`config.mk`:
```
export PLATFORM = sky130hd
export DESIGN_NAME = l2_rd_sched_flat
export DESIGN_NICKNAME = d
export VERILOG_FILES = /design/src/rtl/l2_rd_sched_pkg.sv /design/src/rtl/l2_rd_sched_if.sv /design/src/rtl/l2_rd_sched_rr_arb.sv /design/src/rtl/l2_rd_sched.sv /design/src/flat_wrapper.sv
export SDC_FILE = /design/constraint.sdc
export NUM_CORES = 1
export LEC_CHECK = 0
export CORE_MARGIN = 3
export CORE_UTILIZATION = 35
export CTS_CLUSTER_DIAMETER = 80
export DETAILED_ROUTE_END_ITERATION = 12
export GPL_ROUTABILITY_DRIVEN = 1
export PLACE_DENSITY = 0.59
export SLEW_MARGIN = 20
export SYNTH_ARGS = -nofsm -noshare
export SYNTH_HDL_FRONTEND = slang
export SYNTH_HIERARCHICAL = 1
export SYNTH_SLANG_ARGS = --single-unit
```
`constraint.sdc`:
```
create_clock -name clk1x -period 6.9 [get_ports clk1x]
set_input_delay 1.38 -clock clk1x [delete_from_list [all_inputs] [get_ports clk1x]]
set_output_delay 1.38 -clock clk1x [all_outputs]
set_load 0.01 [all_outputs]
```
`src/rtl/l2_rd_sched_pkg.sv`:
```
// Shared sizing, types and error-bit indices for the L2 read/write schedulers.
package l2_sched_pkg;
  localparam int NSTRMS = 16;
  localparam int SID_W  = $clog2(NSTRMS);
  localparam int L2_NCL = 128;
  localparam int PTR_W  = $clog2(L2_NCL);
  localparam int L1_NCL = 16;
  localparam int AV_W   = $clog2(L2_NCL + 1);
  localparam int CR_W   = $clog2(L1_NCL + 1);

  typedef logic [SID_W-1:0] sid_t;
  typedef logic [PTR_W-1:0] ptr_t;
  typedef logic [AV_W-1:0]  avail_t;
  typedef logic [CR_W-1:0]  credit_t;

  localparam int ERR_AVAIL_OVF  = 0;
  localparam int ERR_CREDIT_OVF = 1;
endpackage

```
`src/rtl/l2_rd_sched_if.sv`:
```
// L2 URAM read-address channel: valid/ready with stream id and line pointer.
interface l2_rd_sched_if;
  logic                o_l2_addr_v;
  logic                i_l2_addr_r;
  l2_sched_pkg::sid_t  o_l2_addr_sid;
  l2_sched_pkg::ptr_t  o_l2_addr_ptr;

  modport master (output o_l2_addr_v, output o_l2_addr_sid, output o_l2_addr_ptr,
                  input  i_l2_addr_r);
  modport slave  (input  o_l2_addr_v, input  o_l2_addr_sid, input  o_l2_addr_ptr,
                  output i_l2_addr_r);
endinterface

```
`src/rtl/l2_rd_sched_rr_arb.sv`:
```
// Round-robin arbiter: first requester after 'last', one-hot and encoded grant.
module rr_arb #(
  parameter int N  = 16,
  parameter int IW = $clog2(N)
) (
  input  logic [N-1:0]  req,
  input  logic [IW-1:0] last,
  output logic [N-1:0]  gnt,
  output logic [IW-1:0] idx,
  output logic          vld
);
  always_comb begin
    idx = '0;
    vld = 1'b0;
    // Walk from farthest to nearest so the nearest requester is written last.
    for (int i = N; i >= 1; i--) begin
      if (req[(int'(last) + i) % N]) begin
        idx = IW'((int'(last) + i) % N);
        vld = 1'b1;
      end
    end
    gnt = vld ? (N'(1) << idx) : '0;
  end
endmodule

```
`src/rtl/l2_rd_sched.sv`:
```
// L2 read scheduler: per-stream avail/credit tracking, round-robin pick,
// one registered (sid, ptr) read request per cycle.
module l2_rd_sched
  import l2_sched_pkg::*;
(
  input  logic              clk1x,
  input  logic              reset,
  input  logic              i_cfg_v,
  input  sid_t              i_cfg_sid,
  input  ptr_t              i_cfg_ptr,
  input  logic [NSTRMS-1:0] i_avail_v,
  input  logic [NSTRMS-1:0] i_credit_v,
  l2_rd_sched_if.master     l2,
  output logic              o_idle,
  output logic [1:0]        o_err
);
  localparam avail_t  AV_MAX  = avail_t'(L2_NCL);
  localparam credit_t CR_FULL = credit_t'(L1_NCL);

  ptr_t    [NSTRMS-1:0] ptr_q;
  avail_t  [NSTRMS-1:0] avail_q;
  credit_t [NSTRMS-1:0] credit_q;
  sid_t                 rr_last;

  logic [NSTRMS-1:0] cfg_hit, has_work, elig, gnt, sel, av_ovf, cr_ovf;
  sid_t              gnt_idx;
  logic              gnt_vld, load, pick;

  always_comb begin
    cfg_hit = i_cfg_v ? (NSTRMS'(1) << i_cfg_sid) : '0;
    for (int s = 0; s < NSTRMS; s++)
      has_work[s] = (avail_q[s] != '0) && (credit_q[s] != '0);
    elig = has_work & ~cfg_hit;
  end

  rr_arb #(.N(NSTRMS), .IW(SID_W)) u_arb (
    .req  (elig),
    .last (rr_last),
    .gnt  (gnt),
    .idx  (gnt_idx),
    .vld  (gnt_vld)
  );

  assign load   = !l2.o_l2_addr_v || l2.i_l2_addr_r;
  assign pick   = load && gnt_vld;
  assign sel    = pick ? gnt : '0;
  assign o_idle = !l2.o_l2_addr_v && !(|has_work);

  // A selection in the same cycle absorbs an increment, so no overflow then.
  always_comb begin
    for (int s = 0; s < NSTRMS; s++) begin
      av_ovf[s] = i_avail_v[s]  && !sel[s] && !cfg_hit[s] && (avail_q[s]  == AV_MAX);
      cr_ovf[s] = i_credit_v[s] && !sel[s] && !cfg_hit[s] && (credit_q[s] == CR_FULL);
    end
  end

  always_ff @(posedge clk1x) begin
    if (!reset) begin
      for (int s = 0; s < NSTRMS; s++) begin
        ptr_q[s]    <= '0;
        avail_q[s]  <= '0;
        credit_q[s] <= CR_FULL;
      end
    end else begin
      for (int s = 0; s < NSTRMS; s++) begin
        if (cfg_hit[s]) begin
          ptr_q[s]    <= i_cfg_ptr;
          avail_q[s]  <= '0;
          credit_q[s] <= CR_FULL;
        end else begin
          if (sel[s])
            ptr_q[s] <= ptr_q[s] + 1'b1;
          if (i_avail_v[s] && !sel[s] && !av_ovf[s])
            avail_q[s] <= avail_q[s] + 1'b1;
          else if (!i_avail_v[s] && sel[s])
            avail_q[s] <= avail_q[s] - 1'b1;
          if (i_credit_v[s] && !sel[s] && !cr_ovf[s])
            credit_q[s] <= credit_q[s] + 1'b1;
          else if (!i_credit_v[s] && sel[s])
            credit_q[s] <= credit_q[s] - 1'b1;
        end
      end
    end
  end

  always_ff @(posedge clk1x) begin
    if (!reset) begin
      l2.o_l2_addr_v   <= 1'b0;
      l2.o_l2_addr_sid <= '0;
      l2.o_l2_addr_ptr <= '0;
      rr_last          <= sid_t'(NSTRMS - 1);
      o_err            <= '0;
    end else begin
      if (load) begin
        l2.o_l2_addr_v <= gnt_vld;
        if (gnt_vld) begin
          l2.o_l2_addr_sid <= gnt_idx;
          l2.o_l2_addr_ptr <= ptr_q[gnt_idx];
          rr_last          <= gnt_idx;
        end
      end
      if (|av_ovf) o_err[ERR_AVAIL_OVF]  <= 1'b1;
      if (|cr_ovf) o_err[ERR_CREDIT_OVF] <= 1'b1;
    end
  end
endmodule

```
`src/flat_wrapper.sv`:
```
// flat-port wrapper written by rule: the top's interface ports become plain ports
module l2_rd_sched_flat import l2_sched_pkg::*;
  (clk1x, reset, i_cfg_v, i_cfg_sid, i_cfg_ptr, i_avail_v, i_credit_v, o_idle, o_err, l2_o_l2_addr_v, l2_o_l2_addr_sid, l2_o_l2_addr_ptr, l2_i_l2_addr_r);
  l2_rd_sched_if l2_i ();
  input  logic clk1x;
  input  logic reset;
  input  logic i_cfg_v;
  input  sid_t i_cfg_sid;
  input  ptr_t i_cfg_ptr;
  input  logic [NSTRMS-1:0] i_avail_v;
  input  logic [NSTRMS-1:0] i_credit_v;
  output logic o_idle;
  output logic [1:0] o_err;
  output wire logic [$bits(l2_i.o_l2_addr_v)-1:0] l2_o_l2_addr_v;
  output wire logic [$bits(l2_i.o_l2_addr_sid)-1:0] l2_o_l2_addr_sid;
  output wire logic [$bits(l2_i.o_l2_addr_ptr)-1:0] l2_o_l2_addr_ptr;
  input wire logic [$bits(l2_i.i_l2_addr_r)-1:0] l2_i_l2_addr_r;
  assign l2_o_l2_addr_v = l2_i.o_l2_addr_v;
  assign l2_o_l2_addr_sid = l2_i.o_l2_addr_sid;
  assign l2_o_l2_addr_ptr = l2_i.o_l2_addr_ptr;
  assign l2_i.i_l2_addr_r = l2_i_l2_addr_r;
  l2_rd_sched u_core (.clk1x(clk1x), .reset(reset), .i_cfg_v(i_cfg_v), .i_cfg_sid(i_cfg_sid), .i_cfg_ptr(i_cfg_ptr), .i_avail_v(i_avail_v), .i_credit_v(i_credit_v), .l2(l2_i), .o_idle(o_idle), .o_err(o_err));
endmodule
```
==> summary.txt <==
GRT
  • First-pass GRT wire length: ~120000 um
  • Total track usage: 0.203
  • Largest net degree at the start of global routing: 66
  • Vias in the first global route: ~22000
  • Initial antenna violation count: 2
  • Total gr overflow: 0

Worst setup path
  • CP Data Required Time: approximately 7300 ps
  • CP top delay family: simple AND/OR/NAND/NOR gates
  • CP Launch Type: primary input
  • WP buf/inv: 7
  • Worst EP arrival: approximately 7200 ps
  • Cell repeated most along the worst path: buf_4
  • Critical Path End Type: flip-flop
  • CP max stage cell: or4_1
  • Critical Path Max Stage Delay: 530 ps
  • CP Max Fanout: 8
  • Worst Setup Path Type: primary input to flip-flop

STA
  • Slew Limit Fails: 0
  • Min Tclk post-route: 6760 ps
  • Period utilisation layout: 0.979
  • Fmax achieved: 148 MHz
  • Slew headroom: 0.212
  • Final setup violation count: 0
  • Final hold vios: 0
  • Clock Skews: ~26 ps
  • Worst-margin pin slew: 1180 ps

Cells and area
  • Area occupied by multi-input gates: approximately 18000 sq um
  • Fill cells: 6778
  • Fin util: 0.453
  • Area grow syn2layout: 27.8%
  • Fraction of layout cells with a size suffix above 1: 0.222
  • Register area: 6770 sq um
  • Non-Filler Instances: approximately 4400
  • NumNets Final: ~3600
  • Antenna cells: 0

Floorplan
  • Die X: 273 um
  • Core area: 70300 sq um
  • DIE AREA: ~74000 sq um
  • Die height: between 200 and 300 um
  • Starting density of the core: 0.354
  • Std cell rows: between 90 and 100
  • # IOs: 62

Place
  • GPL Wtd Cong: approximately 0.99
  • Port Buffers: ~60
  • Post-Place Cells: about 4300
  • Post-DP HPWL: slightly below 60000 um

Routing
  • First-pass DRT Iterations: 6
  • DRC: 0
  • DR vias: roughly 23000
  • Drt total wl: about 77000 um
  • Starting DRT DRC Count: ~1700
  • WL/cell: 17.7 um
  • Vias/cell: between 5 and 6
  • ANT nets after route: 0

Yosys
  • Area of the mapped netlist: 24900 sq um
  • Synth top area cells: dfxtp_1, ha_1, mux2i_1
  • Average cell area after synthesis: around 8.6 sq um
  • Synthesis Warnings: 6
  • Sequential area share after synthesis: 0.272
  • Post-synth top cells: nor2_1, dfxtp_1, nand2_1
  • Synthesized flop and latch total: 338
  • Synth Net Count: 3148
  • EDFF count, synth: 0
  • Most common cell in the netlist: nor2_1
  • Cell count after synthesis: 2895
  • Leading area contributor after synthesis: dfxtp_1
  • Yosys top cell area share: 0.272
  • Async set-reset flop share out of synthesis: 0
  • Netlist cell types: 85
  • Ys flop type: dfxtp_1

Clock network
  • Clk_lat worst skew: roughly 580 ps
  • CTS Buf Count: 43
  • Hold-fix buffers at CTS: 0
  • H-tree depth: 2
  • Clock buffer depth: 3
  • Worst-path clk slew: roughly 60 ps
  • CTS tree: done
  • Root buf cell: clkbuf_16
  • Clock sink count: about 340

Job
  • Max-Cap Viols: 0

Run status
  • Status: finished, final reports clean

Min path
  • Worst hold path class: flip-flop to flip-flop
-- cells in the final DEF, fill, tap and decap left out, drive strengths merged, types with 25 or more instances in the layout --
cell and instances:
nand2b 38, nor3 52, mux4 61, o211ai 43, dfxtp 338, nand4 35, a211oi 114, a21oi 144
o21ai 94, fa 32, inv 79, clkdlybuf4s50 55, nand2 230, xnor2 155, ha 174, xor2 85
a311oi 28, a21o 64, and3 25, buf 525, clkbuf 64, mux2i 156, nor4 36, nor2 379
nand3 107, nor2b 26
-- flip-flops by register name, indices dropped and copies added (netlist names) --
name / flops
u_core/avail_q: 128
u_core/credit_q: 80
u_core/l2.o_l2_addr_ptr: 7
u_core/l2.o_l2_addr_sid: 4
u_core/l2.o_l2_addr_v: 1
u_core/o_err: 2
u_core/ptr_q: 112
u_core/rr_last: 4
-- repair_timing --
item / in CTS / in global routing
setup endpoints to repair: 40 / 75
gates resized for setup: 12 / 49
setup buffers: 2 / 5
pin swaps: 2 / 11
-- worst register-to-register path, stage by stage (launching register included) --
cell and delay [ps]:
dfxtp_1 350, or4_1 590, o22ai_1 530, nor2_1 170, buf_4 190, mux4_2 530, mux4_2 520, mux2_2 250
nor3_1 40, or4_1 530, a21oi_2 160, buf_4 160, nand2_1 130, buf_4 180, nor3_1 350, nand3_2 220
nand3_4 180, ha_1 250, a21oi_1 180, o211ai_1 160, o41ai_2 220, buf_4 170, nor2_1 40, a221oi_1 250
a211oi_1 80
-- area by class of cell --
cell class                 instances  share of cell area
tap                              940              0.0369
multi-input combinational       2340               0.551
clock buffer                      64              0.0395
inverter                          79             0.00951
clock inverter                    14             0.00472
sequential                       338               0.213
timing repair buffer             585               0.145
-- final timing paths --
| check | start | to | slack [ps] | depth (start not counted) |
|---|---|---|---|---|
| max | i_cfg_sid[0] | u_core/avail_q[15]$_SDFFE_PP0P_ | 140 | 26 |
| min | u_core/l2.o_l2_addr_sid[0]$_SDFFE_PN0N_ | u_core/l2.o_l2_addr_sid[0]$_SDFFE_PN0N_ | 450 | 2 |
| min reg2reg | u_core/l2.o_l2_addr_sid[0]$_SDFFE_PN0N_ | u_core/l2.o_l2_addr_sid[0]$_SDFFE_PN0N_ | 450 | 2 |
| max reg2reg | u_core/credit_q[60]$_SDFFE_PP0P_ | u_core/avail_q[15]$_SDFFE_PP0P_ | 350 | 24 |
-- cell families after synthesis --
logic type / count (synthesis) / synth area share
multiplexers: 240 / 0.128
XOR/XNOR: 240 / 0.0844
AND/OR/NAND/NOR: 1050 / 0.202
buffers and inverters: 217 / 0.0359
flip-flops: 338 / 0.272
adder cells (fa/ha/maj): 206 / 0.113
AO/OA/AOI/OAI: 604 / 0.165
-- layer usage --
metal,vias to the layer above,wire [um],share of wire,global-route usage
met5,-,13,0.00017,0
met4,2,2050,0.027,0.0544
met3,104,4810,0.062,0.0298
met2,630,34400,0.45,0.321
met1,11200,35900,0.47,0.288
li1,11600,-,-,-
-- stage by stage --
stage	TNS, ps	setup WS, ps	hold slack (ps)	cell area [sq um]
after floorplan	0	3.85	435	25000
after global placement	-59590	-866	446	30100
after detailed placement	-67630	-880	449	30100
after CTS	0	44.2	456	31600
after global routing	-1.75	-1.75	463	31800
final	0	144	453	31800
Power is not shown: default switching activity piles up to over one toggle a cycle in this logic, so the estimate is an artifact.
